$ cat config.mk
export PLATFORM = sky130hd
export DESIGN_NAME = pulse_monitor
export DESIGN_NICKNAME = d
export VERILOG_FILES = /design/src/rtl/pulse_monitor.sv
export SDC_FILE = /design/constraint.sdc
export NUM_CORES = 1
export LEC_CHECK = 0
export ABC_CLOCK_PERIOD_IN_PS = 2400
export CAP_MARGIN = 20
export CORE_AREA = 2 2 145 119
export DETAILED_ROUTE_END_ITERATION = 8
export DIE_AREA = 0 0 147 121
export PLACE_DENSITY_LB_ADDON = 0.1
export SLEW_MARGIN = 25
export SYNTH_ARGS = -nofsm -noshare
export SYNTH_HDL_FRONTEND = slang
export SYNTH_SLANG_ARGS = --single-unit
$ cat constraint.sdc
create_clock -name clk -period 2.4 [get_ports clk]
set_input_delay 0.36 -clock clk [delete_from_list [all_inputs] [get_ports clk]]
set_output_delay 0.36 -clock clk [all_outputs]
set_load 0.02 [all_outputs]
$ cat src/rtl/pulse_monitor.sv
// Pulse period monitor: measures cycle distance between rising edges of pulse_in,
// tracks min/max, counts edges, flags timeouts and reports lock to a nominal period.
module pulse_monitor #(
    parameter int                WIDTH    = 16,
    parameter logic [WIDTH-1:0]  TIMEOUT  = 16'd65535,
    parameter logic [WIDTH-1:0]  EXPECTED = 16'd1000,
    parameter logic [WIDTH-1:0]  TOL      = 16'd2,
    parameter int                LOCK_N   = 4
) (
    input  logic             clk,
    input  logic             rst,
    input  logic             pulse_in,
    input  logic             clear,
    output logic [WIDTH-1:0] period,
    output logic             period_valid,
    output logic [WIDTH-1:0] min_period,
    output logic [WIDTH-1:0] max_period,
    output logic [WIDTH-1:0] pulse_count,
    output logic             timeout,
    output logic             lock
);

    localparam int LW = (LOCK_N < 1) ? 1 : $clog2(LOCK_N + 1);
    localparam logic [LW-1:0] LOCK_MAX = LW'(LOCK_N);

    // Tolerance window in WIDTH+1 bits so neither bound can wrap.
    localparam logic [WIDTH:0] EXP_W = {1'b0, EXPECTED};
    localparam logic [WIDTH:0] TOL_W = {1'b0, TOL};
    localparam logic [WIDTH:0] MAX_W = {1'b0, {WIDTH{1'b1}}};
    localparam logic [WIDTH:0] LO_W  = (EXP_W >= TOL_W) ? (EXP_W - TOL_W) : '0;
    localparam logic [WIDTH:0] HI_W  = ((EXP_W + TOL_W) > MAX_W) ? MAX_W : (EXP_W + TOL_W);

    typedef enum logic [1:0] {IDLE, MEASURE, TMO} state_t;

    state_t           state_q;
    logic             prev_q;
    logic [WIDTH-1:0] cnt_q;
    logic [WIDTH-1:0] period_q;
    logic             period_valid_q;
    logic [WIDTH-1:0] min_q;
    logic [WIDTH-1:0] max_q;
    logic             have_stats_q;
    logic [WIDTH-1:0] pulse_count_q;
    logic             timeout_q;
    logic [LW-1:0]    lock_cnt_q;
    logic             lock_q;

    logic             edge_evt;
    logic             in_tol;
    logic [WIDTH-1:0] pulse_count_d;
    logic [LW-1:0]    lock_cnt_d;

    always_comb begin
        edge_evt      = pulse_in & ~prev_q;
        in_tol        = ({1'b0, cnt_q} >= LO_W) && ({1'b0, cnt_q} <= HI_W);
        pulse_count_d = (pulse_count_q == '1) ? pulse_count_q : pulse_count_q + 1'b1;
        lock_cnt_d    = (lock_cnt_q == LOCK_MAX) ? lock_cnt_q : lock_cnt_q + 1'b1;
    end

    always_ff @(posedge clk) begin
        if (rst) begin
            state_q        <= IDLE;
            prev_q         <= 1'b0;
            cnt_q          <= '0;
            period_q       <= '0;
            period_valid_q <= 1'b0;
            min_q          <= '0;
            max_q          <= '0;
            have_stats_q   <= 1'b0;
            pulse_count_q  <= '0;
            timeout_q      <= 1'b0;
            lock_cnt_q     <= '0;
            lock_q         <= 1'b0;
        end else begin
            prev_q         <= pulse_in;
            period_valid_q <= 1'b0;
            if (clear) begin
                // A coincident edge is dropped; only the edge detector history survives.
                state_q       <= IDLE;
                cnt_q         <= '0;
                period_q      <= '0;
                min_q         <= '0;
                max_q         <= '0;
                have_stats_q  <= 1'b0;
                pulse_count_q <= '0;
                timeout_q     <= 1'b0;
                lock_cnt_q    <= '0;
                lock_q        <= 1'b0;
            end else begin
                if (edge_evt) begin
                    pulse_count_q <= pulse_count_d;
                end
                case (state_q)
                    IDLE: begin
                        if (edge_evt) begin
                            cnt_q   <= {{(WIDTH-1){1'b0}}, 1'b1};
                            state_q <= MEASURE;
                        end
                    end
                    MEASURE: begin
                        if (edge_evt) begin
                            period_q       <= cnt_q;
                            period_valid_q <= 1'b1;
                            cnt_q          <= {{(WIDTH-1){1'b0}}, 1'b1};
                            if (!have_stats_q) begin
                                min_q        <= cnt_q;
                                max_q        <= cnt_q;
                                have_stats_q <= 1'b1;
                            end else begin
                                if (cnt_q < min_q) min_q <= cnt_q;
                                if (cnt_q > max_q) max_q <= cnt_q;
                            end
                            if (in_tol) begin
                                lock_cnt_q <= lock_cnt_d;
                                lock_q     <= (lock_cnt_d == LOCK_MAX);
                            end else begin
                                lock_cnt_q <= '0;
                                lock_q     <= 1'b0;
                            end
                        end else if (cnt_q == TIMEOUT) begin
                            state_q    <= TMO;
                            timeout_q  <= 1'b1;
                            lock_cnt_q <= '0;
                            lock_q     <= 1'b0;
                        end else begin
                            cnt_q <= cnt_q + 1'b1;
                        end
                    end
                    TMO: begin
                        if (edge_evt) begin
                            timeout_q <= 1'b0;
                            cnt_q     <= {{(WIDTH-1){1'b0}}, 1'b1};
                            state_q   <= MEASURE;
                        end
                    end
                    default: state_q <= IDLE;
                endcase
            end
        end
    end

    assign period       = period_q;
    assign period_valid = period_valid_q;
    assign min_period   = min_q;
    assign max_period   = max_q;
    assign pulse_count  = pulse_count_q;
    assign timeout      = timeout_q;
    assign lock         = lock_q;

endmodule

==> results.md <==
- Width of the chip: 147 µm
- Starting utilization of the core area: 29.5%
- Layout filler cell count: 1667
- Avg Synthesized Cell Area: 8.31 µm²
- Data required time at the worst endpoint: 2680 ps
- Seq/Total Area, Yosys: 37.5%
- Cell Count, Final, Fillers Out: 891
- Leak Pwr: 2.30 nW
- Total number of yosys warnings: 0
- Worst vdd rail ir drop: 0.344 mV
- Slew Viols, Final: 0
- Period utilisation layout: 93.5%
- Final critical delay including setup and external delays: 2240 ps
- Initial antenna violation count: 0
- M1 WL: 6.87 mm
- Power per standard cell area: 523 mW/mm²
- Top-level I/O count: 71
- Total power: 0.00330 W
- Skew-Pair Late Insertion Delay: 350 ps
- Total of endpoints with negative setup slack in the final report: 0
- Total nets after synthesis: 618
- Synth area leader: dfxtp_1
- Gate Count Post-Synth: 578
- Diodes inserted: 0
- Estimated wirelength of the detail-placed design: 10.0 mm
- Most area-consuming cells after synthesis: dfxtp_1, ha_1, nand2_1
- Total number of placement rows: 42
- Cell count of the worst hold path: 2
- Post-DR wirelength/cell: 15.1 µm
- Slowest cell on the critical path: dfxtp_1
- Final wirelength: 13.4 mm
- Pre-antenna DRT Iters: 4
- Die footprint: 0.0178 mm²
- Synthesis-to-finish area growth: 31.3%
- Post-route cell area: 0.00631 mm²
- CTS sink cnt: 90
- Area of the multi-input gates: 0.00274 mm²
- Hold Slack: 454 ps
- Total length of routed met3 wires: 598 µm
- Root buffer cell: clkbuf_16
- Final-report hold violation count: 0
- Cell area after placement: 0.00593 mm²
- Placer's final routability congestion estimate: 0.808
- PortBufs: 70
- Proportion of layout cells with a drive suffix above 1: 10.4%
- Maximum fanout encountered on the critical timing path: 5
- Status: complete, no violations
- Detailed router's first-iteration violation count: 271
- Measured slew at the worst slew-check pin: 666 ps
- TritonCTS Buffers: 9
- Area occupied by registers: 0.00180 mm²
- Top cell type's share of synthesized area: 37.5%
- Highest routed metal layer: met4
- Height of the die: 121 µm
- F_max: 446 MHz
- RSZ-0062 raised after global routing: no
- Mapped cell area: 0.00480 mm²
- Met2 Routed Length: 5.74 mm
- EDFF count, synth: 0
- Total number of H-tree levels: 3
- Setup TNS Final: 0 ps
- Worst setup path category: register to register
- Min-Delay Path Class: register to register
- Routed vias: 4307
- Maximum number of pins on one net before global-route repair: 31
- Cell count of the worst reg-to-reg path: 7
- Max capacitance violation total: 0
- Slew Limit Headroom: 55.5%
- Type of element launching the critical path: register
- Clock Pin Slew Worst Setup and Hold Paths: 70 ps
- Chain of cells forming the critical path: ha_1 -> nand4_1 -> nor2_1 -> or3_1 -> o41ai_4 -> buf_4 -> mux2i_1
- Final global-route overflow total: 0
- Mean number of vias per cell: 4.83
- Most common cell in the synthesized netlist: nand2_1
- Count of cell types in the netlist: 63
- Placed Cells incl. Taps: 873
- Endpoint class of the critical path: register
- Peak per-stage delay on the critical path: 470 ps
- Ranking of synthesized cells by instance count: nand2_1, dfxtp_1, a21oi_1
- Remaining number of nets flagged by the antenna check after routing: 0
- CTS tree: yes
- Ys flop type: dfxtp_1
- Final worst clock skew: 5.80 ps
- Final nets: 706
- Area of the placeable core: 0.0163 mm²
- Vias in the first global route: 4252
- Worst Path Arrival: 2530 ps
- Residual DRC: 0
- Seq cells post-synth: 90
- First-pass GRT wire length: 22.1 mm
- Fraction of registers with async set or reset after synthesis: 0%
- Total routing usage reported by global routing: 15.6%
- Longest Clk Path Bufs: 2
## layer usage
layer	track usage [%]	up-vias
met5	0	-
met3	3.38	14
li1	-	2205
met4	5.11	0
met2	23.8	87
met1	21.9	2001
## power breakdown
part           leakage, nW  switching (W)  internal (W)
sequential           0.726     0.00000508       0.00150
clock                0.166       0.000641       0.00102
combinational         1.41      0.0000870     0.0000506
## critical path: cells and delay by family (launching register included)
family,cells,cell delay [ps]
adder cells (fa/ha/maj),1,280
AND/OR/NAND/NOR,3,540
flip-flops,1,470
buffers and inverters,1,240
multiplexers,1,180
AO/OA/AOI/OAI,1,460
## final cells by class
| cell class | count | share of cell area [%] |
|---|---|---|
| clock inverter | 7 | 1.84 |
| multi-input combinational | 421 | 43.5 |
| timing repair buffer | 109 | 16.1 |
| sequential | 90 | 28.6 |
| inverter | 35 | 2.08 |
| tap | 220 | 4.36 |
| clock buffer | 9 | 3.57 |
## placed cells by master, fill, tap and decap left out, drive strengths merged, types with 10 or more instances in the layout
cell type,Yosys,final
nand2,108,108
dfxtp,90,90
clkdlybuf4s50,0,70
a21oi,41,41
buf,14,39
ha,36,36
inv,35,36
mux2i,33,33
nor2,32,32
o21ai,26,26
nand3,16,16
nand4,12,12
xor2,10,10
nor3,10,10
## cells by family (layout without fill, tap and decap cells)
family	after synthesis	in the layout	synth area share [%]
adders and majority gates	36	36	9.38
and+or+nand+nor	225	225	22.2
DFF	90	90	37.5
buffers and inverters	67	160	5.91
AOI/OAI and AO/OA	115	115	15.8
muxes	34	34	7.11
xor gates and xnor gates	11	11	2.01
## state kept, by name, summed over array words and instances (netlist names)
| name | cells |
|---|---|
| timeout | 1 |
| period | 16 |
| state_q | 2 |
| lock_cnt_q | 3 |
| period_valid | 1 |
| pulse_count | 16 |
| max_period | 16 |
| prev_q | 1 |
| min_period | 16 |
| lock | 1 |
| have_stats_q | 1 |
| cnt_q | 16 |
## final timing paths
path | endpoint | startpoint | slack [ps]
setup / recovery | max_period[1] | cnt_q[12] | 160
hold / removal | period[6] | period[6] | 450
setup reg to reg | max_period[1] | cnt_q[12] | 160
hold reg to reg | period[6] | period[6] | 450
## through the flow
stage               util [%]  setup WS (ps)
finish                  38.7            156
global route            38.7           1.46
CTS                     38.5           21.9
detailed placement      36.4           47.4
global placement        36.4            147
floorplan                  -           38.0
## repair_timing
item                                    CTS  global route
buffers inserted                          0             1
hold endpoints to repair                  0             0
gates resized for setup                   0             8
endpoints found under the setup margin    0            16
hold buffers                              0             0
No activity file was read; power rests on OpenSTA's default activity.
